### config.mk
export PLATFORM = sky130hd
export DESIGN_NAME = seq_mult_unit
export DESIGN_NICKNAME = d
export VERILOG_FILES = /design/src/rtl/seq_mult_pkg.sv /design/src/rtl/mag_conv.sv /design/src/rtl/seq_mult_unit.sv
export SDC_FILE = /design/constraint.sdc
export NUM_CORES = 1
export LEC_CHECK = 0
export BUFFER_PORTS_ARGS = -buffer_cell sky130_fd_sc_hd__buf_2
export CAP_MARGIN = 20
export CORE_MARGIN = 1.5
export CORE_UTILIZATION = 35
export CTS_CLUSTER_SIZE = 40
export DETAILED_ROUTE_END_ITERATION = 12
export RECOVER_POWER = 50
export SLEW_MARGIN = 40
export SYNTH_ARGS = -nofsm -noshare
export SYNTH_HDL_FRONTEND = slang
export SYNTH_SLANG_ARGS = --single-unit
### constraint.sdc
create_clock -name clk -period 3.4 [get_ports clk]
set_input_delay 0.68 -clock clk [delete_from_list [all_inputs] [get_ports clk]]
set_output_delay 0.68 -clock clk [all_outputs]
set_load 0.02 [all_outputs]
### src/rtl/seq_mult_pkg.sv
// rtl/seq_mult_pkg.sv - shared types and mode encoding for the sequential multiplier
//
// Purpose: mode encoding constants, the controller state enumeration and
//          small mode-decoding helpers used by seq_mult_unit.
// Ports:   none (package).
package seq_mult_pkg;

  localparam logic [1:0] MODE_UMUL = 2'b00;  // unsigned a*b
  localparam logic [1:0] MODE_SMUL = 2'b01;  // signed a*b
  localparam logic [1:0] MODE_USQ  = 2'b10;  // unsigned a*a
  localparam logic [1:0] MODE_SSQ  = 2'b11;  // signed a*a

  typedef enum logic [1:0] {
    ST_IDLE = 2'b00,
    ST_BUSY = 2'b01,
    ST_DONE = 2'b10
  } state_t;

  function automatic logic mode_is_signed(input logic [1:0] m);
    return (m == MODE_SMUL) || (m == MODE_SSQ);
  endfunction

  function automatic logic mode_is_square(input logic [1:0] m);
    return (m == MODE_USQ) || (m == MODE_SSQ);
  endfunction

endpackage

### src/rtl/mag_conv.sv
// rtl/mag_conv.sv - parametrised two's-complement conditional negation
//
// Purpose: res = neg ? -val : val (N-bit, wraps modulo 2^N). Used both to
//          take operand magnitudes and to apply the result sign.
// Ports:   val  input  N  value to convert
//          neg  input  1  negate when 1
//          res  output N  converted value
module mag_conv #(
  parameter int N = 4
) (
  input  logic [N-1:0] val,
  input  logic         neg,
  output logic [N-1:0] res
);

  // The most negative value maps to itself, which read as unsigned is
  // exactly its magnitude 2^(N-1).
  assign res = neg ? (~val + N'(1)) : val;

endmodule

### src/rtl/seq_mult_unit.sv
// rtl/seq_mult_unit.sv - radix-2 shift-add multiplier, signed/unsigned, product or square
//
// Purpose: accepts one operation in IDLE, runs W shift-add steps on operand
//          magnitudes in BUSY, presents the signed/unsigned 2W-bit result in DONE.
// Ports:   clk        input  1   clock, rising edge
//          rst_n      input  1   asynchronous active-low reset
//          in_valid   input  1   operands and mode presented
//          in_ready   output 1   high in IDLE only
//          a, b       input  W   operands (b ignored in square modes)
//          mode       input  2   00 u a*b, 01 s a*b, 10 u a*a, 11 s a*a
//          out_valid  output 1   high in DONE only
//          out_ready  input  1   consumer takes product
//          product    output 2W  result
//          busy       output 1   high while not IDLE
module seq_mult_unit
  import seq_mult_pkg::*;
#(
  parameter int W = 4
) (
  input  logic           clk,
  input  logic           rst_n,
  input  logic           in_valid,
  output logic           in_ready,
  input  logic [W-1:0]   a,
  input  logic [W-1:0]   b,
  input  logic [1:0]     mode,
  output logic           out_valid,
  input  logic           out_ready,
  output logic [2*W-1:0] product,
  output logic           busy
);

  localparam int CW = $clog2(W + 1);

  state_t           state, state_nxt;
  logic             accept;
  logic             last_step;

  logic             is_signed, is_square;
  logic [W-1:0]     op_b;
  logic [W-1:0]     mag_a, mag_b;

  logic [2*W-1:0]   mcand;     // multiplicand magnitude, shifted left each step
  logic [W-1:0]     mplier;    // multiplier magnitude, consumed LSB first
  logic [2*W-1:0]   acc;
  logic [2*W-1:0]   acc_sum;
  logic [2*W-1:0]   res_signed;
  logic [CW-1:0]    count;
  logic             sign;
  logic [2*W-1:0]   product_q;

  assign is_signed = mode_is_signed(mode);
  assign is_square = mode_is_square(mode);
  assign op_b      = is_square ? a : b;

  mag_conv #(.N(W)) u_mag_a (
    .val (a),
    .neg (is_signed & a[W-1]),
    .res (mag_a)
  );

  mag_conv #(.N(W)) u_mag_b (
    .val (op_b),
    .neg (is_signed & op_b[W-1]),
    .res (mag_b)
  );

  assign acc_sum   = acc + (mplier[0] ? mcand : '0);
  assign last_step = (count == CW'(W - 1));

  // Sign is applied to the final sum in the same edge it is written out.
  mag_conv #(.N(2 * W)) u_neg (
    .val (acc_sum),
    .neg (sign),
    .res (res_signed)
  );

  always_ff @(posedge clk or negedge rst_n) begin
    if (!rst_n) begin
      state <= ST_IDLE;
    end else begin
      state <= state_nxt;
    end
  end

  always_comb begin
    state_nxt = state;
    in_ready  = 1'b0;
    out_valid = 1'b0;
    busy      = 1'b1;
    accept    = 1'b0;
    case (state)
      ST_IDLE: begin
        in_ready = 1'b1;
        busy     = 1'b0;
        if (in_valid) begin
          accept    = 1'b1;
          state_nxt = ST_BUSY;
        end
      end
      ST_BUSY: begin
        if (last_step) begin
          state_nxt = ST_DONE;
        end
      end
      ST_DONE: begin
        out_valid = 1'b1;
        if (out_ready) begin
          state_nxt = ST_IDLE;
        end
      end
      default: begin
        state_nxt = ST_IDLE;
      end
    endcase
  end

  always_ff @(posedge clk or negedge rst_n) begin
    if (!rst_n) begin
      mcand     <= '0;
      mplier    <= '0;
      acc       <= '0;
      count     <= '0;
      sign      <= 1'b0;
      product_q <= '0;
    end else if (accept) begin
      mcand  <= {{W{1'b0}}, mag_a};
      mplier <= mag_b;
      acc    <= '0;
      count  <= '0;
      sign   <= is_signed & ~is_square & (a[W-1] ^ op_b[W-1]);
    end else if (state == ST_BUSY) begin
      acc    <= acc_sum;
      mcand  <= mcand << 1;
      mplier <= mplier >> 1;
      count  <= count + CW'(1);
      if (last_step) begin
        product_q <= res_signed;
      end
    end
  end

  assign product = product_q;

endmodule

==> summary.md, run 1 <==
| Metric | Value |
|---|---|
| Clk sinks | 34 |
| Drt pass-1 iters | 4 |
| Worst VDD drop | 0.345 mV |
| Failing checks | max-capacitance violations, max-slew violations |
| DP Wirelength | 2940 um |
| Fin. Hold Viols | 0 |
| Clock buffer depth | 2 |
| Number of global-route vias before repair | 1564 |
| Slowest stage delay, CP | 0.46 ns |
| Startpoint types | register |
| Largest net degree at the start of global routing | 35 |
| Cell Area, Placed | 0.00218 sq mm |
| Hold WC Path Type | reg -> reg |
| Layout cell share with drive strength beyond 1 | 16.6% |
| Seq/Total Area, Yosys | 42.5% |
| Initial DRC count | 83 |
| Nets | 261 |
| Root Buffer | clkbuf_8 |
| Crit-path most repeated cell | xor2_1 |
| Die width | 78.7 um |
| Post-synth EDFFs | 0 |
| WP data arrival | 2.87 ns |
| Initial Utilization | 36.4% |
| Drt total wl | 3860 um |
| Ports | 25 |
| Post-Syn Instances | 210 |
| ANT cells | 0 |
| Gates resized, CTS repair | 0 |
| Drc violations | 0 |
| Worst rel slew slack | -17.3% |
| DR vias/cell | 4.97 |
| Synth warn | 0 |
| Asr flop ratio synth | 100% |
| Commonest non-fill, non-tap cell in the layout | dfrtp_1 |
| Slew at the pin with the worst max-slew slack | 1.76 ns |
| Final Total Pwr | 1.96 mW |
| Crit path required time | 3.60 ns |
| Crit share post-route | 78.4% |
| Number of buffers added on ports | 24 |
| Post-route ant nets | 0 |
| Most frequent cells in the layout | dfrtp_1 (34), nand2_1 (31), buf_2 (23) |
| H-tree levels | 2 |
| Wirelength per Cell | 12.6 um |
| Number of distinct library cells after synthesis | 41 |
| Max Cap Viol | 1 |
| Leakage | 1.10 nW |
| Final instance area | 0.00226 sq mm |
| Critical path class | reg -> reg |
| Clock latency on the worst-skew pair | 0.29 ns |
| TNS Setup | 0 ns |
| Row Count | 27 |
| Avg Inst Size Synth | 9.54 sq um |
| Worst-path cell chain | and2_1 > ha_1 > fa_1 > a211oi_1 > nor2_1 > xor2_1 > o31ai_1 > xor2_1 > o21ai_0 |
| Finish-stage setup viols | 0 |
| Power Density | 866 mW/mm^2 |
| Fin crit period | 2.67 ns |
| GP Congestion | 0.791 |
| Status | complete, but fails checks |
| Seq cells post-synth | 34 |
| Max frequency | 375 MHz |
| Critical-path top delay cell | dfrtp_1 |
| Die ar. | 0.00619 sq mm |
| Clock slew at reported path FFs | 0.07 ns |
| Layout Area Growth over Synthesis | 12.9% |
| Crit-path max FO | 9 |
| Layout Skew | 0.00549 ns |
| Via count | 1525 |
| Postcts setup bufs | 0 |
| Post-Syn Nets | 237 |
| First-pass GRT wire length | 7060 um |
| Main synth FF type | dfrtp_1 |
| Die Ht | 78.7 um |
| CTS tree | done |
| Initial antenna violation count | 0 |
| Final Max Slew Viols | 35 |
| Total CTS buffers | 5 |
| RSZ-0062 raised after global routing | no |
| Post-Syn Area | 0.00200 sq mm |
| Hold Buf Count CTS | 0 |
| Grt ovf | 0 |
| GRT Total Usage | 14.6% |
| Crit end category | register |
| Core footprint | 0.00551 sq mm |
[worst max-delay path: cells and delay by family (launching register included)]
kind,cells,cell delay [ns]
compound gates,3,0.67
xor+xnor,2,0.57
fa+ha+maj,2,0.60
flops,1,0.46
simple gates,2,0.27
[power breakdown]
group          leakage (nW)  switching [mW]  total (mW)  internal (mW)
Combinational         0.607           0.570       0.957          0.387
Sequential            0.440           0.124       0.695          0.571
Clock                0.0482           0.143       0.306          0.163
Total                  1.10           0.837        1.96           1.12
[Yosys cell counts (4+ instances only)]
master	number	share of area, %
nand3_1	6	1.5
and2_1	7	2.2
o21ai_0	19	4.7
inv_1	8	1.5
dfrtp_1	34	42
xor2_1	10	4.4
nor2_1	11	2.1
clkbuf_1	6	1.1
a31oi_1	4	1.2
a21oi_1	8	2.0
ha_1	12	7.5
xnor2_1	4	1.7
a22o_1	9	3.9
nand2_1	31	5.8
mux2i_1	4	2.0
[metrics by stage]
step	setup slack [ns]	std cells	hold WS, ns	util (%)
floorplan	0.971	210	0.384	-
global placement	0.803	299	0.458	39.5
detailed placement	0.737	299	0.465	39.5
CTS	0.721	307	0.480	41.2
global route	0.443	307	0.511	41.1
finish	0.734	307	0.469	41.1
[state kept, by name, indices dropped and copies added, names as in the netlist]
signal   flops
count        3
mplier       4
product      8
mcand        8
state        2
sign         1
acc          8
[per-layer routing]
metal | global-route usage (%) | vias up | wire [um]
li1 | - | 784 | -
met1 | 18.9 | 708 | 1940
met2 | 23.2 | 27 | 1700
met3 | 3.84 | 6 | 149
met4 | 5.36 | 0 | 65
met5 | 0 | - | 0
[path summary, 6_finish.rpt]
kind / slack, ns / depth (start not counted) / startpoint / to
worst max register to register: 0.73 / 9 / mplier[0]$_DFFE_PN0P_ / product[5]$_DFFE_PN0P_
worst min-delay path: 0.47 / 2 / product[2]$_DFFE_PN0P_ / product[2]$_DFFE_PN0P_
worst max-delay path: 0.73 / 9 / mplier[0]$_DFFE_PN0P_ / product[5]$_DFFE_PN0P_
min in group asynchronous: 0.85 / 1 / rst_n / product[6]$_DFFE_PN0P_
max in group asynchronous: 1.53 / 1 / rst_n / mcand[7]$_DFFE_PN0P_
worst min register to register: 0.47 / 2 / product[2]$_DFFE_PN0P_ / product[2]$_DFFE_PN0P_
[logic make-up after synthesis]
logic type / Yosys count / synth area share [%]
adder cells (fa/ha/maj): 13 / 8.49
AND/OR/NAND/NOR: 71 / 17.1
buffers and inverters: 17 / 4.12
multiplexers: 5 / 2.56
XOR/XNOR: 14 / 6.12
AO/OA/AOI/OAI: 56 / 19.2
flip-flops: 34 / 42.5
[cell type report]
type                       count  area [sq um]
fill                         571          3240
multi-input combinational    159          1070
sequential                    34           851
timing repair buffer          26           130
tap                           72          90.1
clock buffer                   7          86.3
inverter                       8          30.0
clock inverter                 1          5.00
(Power assumes the default switching activity.)
==> run 2: changes to the inputs <==
clock period = 2.67 ns   (was 3.4 ns; I/O delays follow)
==> summary.md, run 2 (synthesized netlist as in run 1, its figures left out) <==
| Metric | Value |
|---|---|
| Die ar. | 0.00619 sq mm |
| Max Cap Viol | 1 |
| Drc violations | 0 |
| Fin crit period | 2.52 ns |
| Fin util | 42.5% |
| Initial DRC count | 40 |
| Clock slew at reported path FFs | 0.07 ns |
| Root Buffer | clkbuf_8 |
| Number of global-route vias before repair | 1509 |
| Clock share of power | 17.9% |
| Slew at the pin with the worst max-slew slack | 1.76 ns |
| Placed cell count | 301 |
| H-tree levels | 2 |
| ANT cells | 0 |
| RSZ-0062 raised after global routing | yes |
| Grt ovf | 0 |
| Final Max Slew Viols | 35 |
| Logic pwr share | 48.8% |
| Worst VDD drop | 0.414 mV |
| Final setup margin | 0.153 ns |
| Crit path required time | 2.89 ns |
| Drt pass-1 iters | 4 |
| Layout cell share with drive strength beyond 1 | 19.2% |
| Initial Utilization | 36.4% |
| Row Count | 27 |
| Wirelength per Cell | 12.4 um |
| Layout Skew | 0.00673 ns |
| Hold slack final | 0.429 ns |
| Post-route ant nets | 0 |
| Commonest non-fill, non-tap cell in the layout | dfrtp_1 |
| Initial antenna violation count | 0 |
| Fin. Hold Viols | 0 |
| Reg power frac | 33.2% |
| Most frequent cells in the layout | dfrtp_1 (34), nand2_1 (31), o21ai_0 (19), buf_2 (19) |
| WP data arrival | 2.74 ns |
| Final Total Pwr | 2.64 mW |
| Number of buffers added on ports | 24 |
| Setup WS pre-CTS | 0.0932 ns |
| Crit-path max FO | 7 |
| Total CTS buffers | 5 |
| Core footprint | 0.00551 sq mm |
| Post-Layout Cell Count | 311 |
| Max frequency | 397 MHz |
| Final instance area | 0.00234 sq mm |
| Startpoint types | register |
| GRT Total Usage | 14.1% |
| CTS tree | done |
| DP Wirelength | 2920 um |
| Ports | 25 |
| Clock buffer depth | 2 |
| Psw | 1.09 mW |
| Critical path class | reg -> reg |
| Die Ht | 78.7 um |
| Internal | 1.55 mW |
| Cell Area, Placed | 0.00219 sq mm |
| Via count | 1555 |
| Layout Area Growth over Synthesis | 16.7% |
| Switching part of the total | 41.4% |
| Status | complete, but fails checks |
| Clock latency on the worst-skew pair | 0.29 ns |
| Drt total wl | 3870 um |
| Largest net degree at the start of global routing | 35 |
| First-pass GRT wire length | 6910 um |
| Leakage | 1.10 nW |
| DR vias/cell | 5.00 |
| Clk sinks | 34 |
| Failing checks | max-capacitance violations, max-slew violations |
| Power Density | 1130 mW/mm^2 |
| GP Congestion | 0.770 |
| Worst rel slew slack | -17.1% |
| Die width | 78.7 um |
| Hold WC Path Type | in -> reg |
| TNS Setup | 0 ns |
| Crit end category | register |
| Nets | 265 |
| Finish-stage setup viols | 0 |
| Crit share post-route | 94.3% |
run 2: cell types whose count changed in the layout (fill, tap and decap cells not counted), moves of 2 or more:
cell / change
buf_2: -4
buf_4: +5
clkbuf_1: +2
clkinvlp_4: +2
xor2_1: -2
xor2_2: +2
run 2: final timing paths:
check / cells after the start / slack, ns / endpoint / from
setup / recovery: 10 / 0.15 / product[7]$_DFFE_PN0P_ / mplier[0]$_DFFE_PN0P_
setup reg to reg: 10 / 0.15 / product[7]$_DFFE_PN0P_ / mplier[0]$_DFFE_PN0P_
hold / removal: 2 / 0.43 / state[1]$_DFFE_PN0P_ / out_ready
hold reg to reg: 2 / 0.47 / product[2]$_DFFE_PN0P_ / product[2]$_DFFE_PN0P_
max in group asynchronous: 1 / 0.95 / mcand[2]$_DFFE_PN0P_ / rst_n
min in group asynchronous: 1 / 0.70 / product[3]$_DFFE_PN0P_ / rst_n
run 2: power by group through the flow:
stage	clock network (mW)	logic, mW	registers, mW
after floorplan	0	0.947	0.894
after global placement	0	1.25	0.882
after detailed placement	0	1.27	0.884
after CTS	0.490	1.27	0.879
after global routing	0.515	1.48	0.907
final	0.474	1.29	0.878
run 2: critical path, cell delays in order (launching register included):
cell,delay (ns)
dfrtp_1,0.39
buf_4,0.16
and2_1,0.13
ha_1,0.35
a211oi_1,0.11
buf_4,0.14
or4b_2,0.65
nand4b_1,0.13
o41ai_2,0.09
xor2_1,0.16
o21ai_1,0.12
run 2: cell type report:
class                           instances  area [sq um]
Timing Repair Buffer                   30           159
Clock buffer                            5          68.8
Multi-Input combinational cell        159          1090
Fill cell                             574          3170
Inverter                                8          30.0
Sequential cell                        34           851
Tap cell                               72          90.1
Clock inverter                          3          45.0
run 2: per-layer routing:
metal / GRT usage [%] / wire [um]
met4: 4.82 / 59
met1: 18.4 / 1930
met3: 3.60 / 155
met5: 0 / 0
met2: 22.4 / 1730
run 2: repair_timing:
action | in CTS | in global routing
setup buffers | 0 | 2
endpoints found under the hold margin | 0 | 0
hold buffers | 0 | 0
endpoints found under the setup margin | 0 | 3
gates resized for setup | 0 | 5
==> run 3: changes to the inputs <==
PLACE_DENSITY_LB_ADDON = 0.25   (was unset)
==> summary.md, run 3 (synthesized netlist as in run 1, its figures left out) <==
| Metric | Value |
|---|---|
| Worst rel slew slack | -22.9% |
| DP Wirelength | 2990 um |
| Final Total Pwr | 2.57 mW |
| Drt total wl | 3960 um |
| Die Ht | 78.7 um |
| Grt ovf | 0 |
| Crit path required time | 2.84 ns |
| Max Cap Viol | 1 |
| Hold WC Path Type | in -> reg |
| Layout Skew | 0.00698 ns |
| Number of buffers added on ports | 24 |
| Drc violations | 0 |
| Fillers | 558 |
| Slew at the pin with the worst max-slew slack | 1.84 ns |
| Largest net degree at the start of global routing | 35 |
| Switching part of the total | 42.6% |
| GP Congestion | 0.766 |
| Max frequency | 392 MHz |
| Number of global-route vias before repair | 1459 |
| Layout Area Growth over Synthesis | 16.1% |
| Die width | 78.7 um |
| Fin crit period | 2.55 ns |
| Worst-path cell chain | and2_1 > ha_2 > fa_2 > xor2_2 > or3_4 > nand4b_1 > o41ai_2 > xor2_1 > o21ai_1 |
| Die ar. | 0.00619 sq mm |
| Row Count | 27 |
| Crit share post-route | 95.6% |
| Startpoint types | register |
| Worst VDD drop | 0.498 mV |
| Internal | 1.48 mW |
| Leakage | 1.11 nW |
| Post-route ant nets | 0 |
| Layout cell share with drive strength beyond 1 | 21.0% |
| H-tree levels | 2 |
| Status | complete, but fails checks |
| Placed cell count | 301 |
| Drt pass-1 iters | 4 |
| Hold Buf Count CTS | 0 |
| Clock latency on the worst-skew pair | 0.29 ns |
| Ports | 25 |
| DR vias/cell | 4.94 |
| Root Buffer | clkbuf_8 |
| GRT Total Usage | 14.5% |
| Fin. Hold Viols | 0 |
| Wirelength per Cell | 12.8 um |
| Failing checks | max-capacitance violations, max-slew violations |
| Psw | 1.10 mW |
| Core footprint | 0.00551 sq mm |
| Final Max Slew Viols | 35 |
| ANT cells | 0 |
| Initial antenna violation count | 0 |
| RSZ-0062 raised after global routing | yes |
| Via count | 1531 |
| First-pass GRT wire length | 6880 um |
| Crit end category | register |
| Commonest non-fill, non-tap cell in the layout | dfrtp_1 |
| Critical path class | reg -> reg |
| Clock share of power | 15.5% |
| Slowest stage delay, CP | 0.40 ns |
| CTS tree | done |
| Initial DRC count | 34 |
| Setup WS pre-CTS | 0.0867 ns |
| Logic pwr share | 50.5% |
| Nets | 264 |
| Most frequent cells in the layout | dfrtp_1 (34), nand2_1 (31), buf_2 (23) |
| Post-Layout Cell Count | 310 |
| Crit-path max FO | 4 |
| WP data arrival | 2.72 ns |
| Clock slew at reported path FFs | 0.07 ns |
| Clk sinks | 34 |
| Critical-path top delay cell | dfrtp_1 |
| Total CTS buffers | 5 |
| Reg power frac | 34.0% |
| Final setup margin | 0.118 ns |
| Power Density | 1110 mW/mm^2 |
| Finish-stage setup viols | 0 |
| Clock buffer depth | 2 |
| Initial Utilization | 36.4% |
## run 3: power groups by stage
| stage | logic, mW | clock network, mW | registers, mW |
|---|---|---|---|
| finish | 1.30 | 0.398 | 0.875 |
| global route | 1.48 | 0.437 | 0.908 |
| CTS | 1.27 | 0.415 | 0.879 |
| detailed placement | 1.27 | 0 | 0.887 |
| global placement | 1.26 | 0 | 0.883 |
| floorplan | 0.947 | 0 | 0.894 |
## run 3: path summary, 6_finish.rpt
path	slack, ns	cells past startpoint	from	endpoint
setup reg to reg	0.12	9	mplier[0]$_DFFE_PN0P_	product[7]$_DFFE_PN0P_
max in group asynchronous	0.87	1	rst_n	acc[5]$_DFFE_PN0P_
hold reg to reg	0.48	2	product[1]$_DFFE_PN0P_	product[1]$_DFFE_PN0P_
min in group asynchronous	0.74	1	rst_n	acc[0]$_DFFE_PN0P_
setup / recovery	0.12	9	mplier[0]$_DFFE_PN0P_	product[7]$_DFFE_PN0P_
hold / removal	0.45	2	out_ready	state[1]$_DFFE_PN0P_
## run 3: critical path: cells and delay by family, from the launching register on
| kind | cells | cell delay (ns) |
|---|---|---|
| AO/OA/AOI/OAI | 2 | 0.43 |
| flip-flops | 1 | 0.40 |
| adder cells (fa/ha/maj) | 2 | 0.57 |
| AND/OR/NAND/NOR | 3 | 0.70 |
| XOR/XNOR | 2 | 0.34 |
## run 3: final cells by class
class	count	area (sq um)	share of cell area (%)
Clock buffer	6	82.6	3.55
Clock inverter	2	12.5	0.538
Inverter	8	30.0	1.29
Multi-Input combinational cell	159	1110	47.6
Sequential cell	34	851	36.6
Tap cell	72	90.1	3.87
Timing Repair Buffer	29	153	6.56
## run 3: through the flow
stage               utilization, %  TNS [ns]  instance area, sq um  hold slack, ns
floorplan                        -         0                  2000           0.238
global placement              39.8         0                  2190           0.457
detailed placement            39.8         0                  2190           0.466
CTS                           41.5         0                  2290           0.345
global route                  42.2   -0.0113                  2330           0.482
finish                        42.2         0                  2330           0.450
## run 3: what timing repair did
item	4_1_cts	5_1_grt
endpoints found under the hold margin	0	0
buffers inserted	0	1
setup endpoints to repair	0	3
resized for setup	0	7
## run 3: per-layer routing
metal / GRT usage, % / share of wire, % / vias to the layer above / wire length [um]
met4: 3.75 / 1.2 / 0 / 49
met5: 0 / 0 / - / 0
met3: 4.88 / 4.2 / 5 / 168
met1: 18.5 / 49 / 711 / 1930
li1: - / - / 788 / -
met2: 23.4 / 46 / 27 / 1810
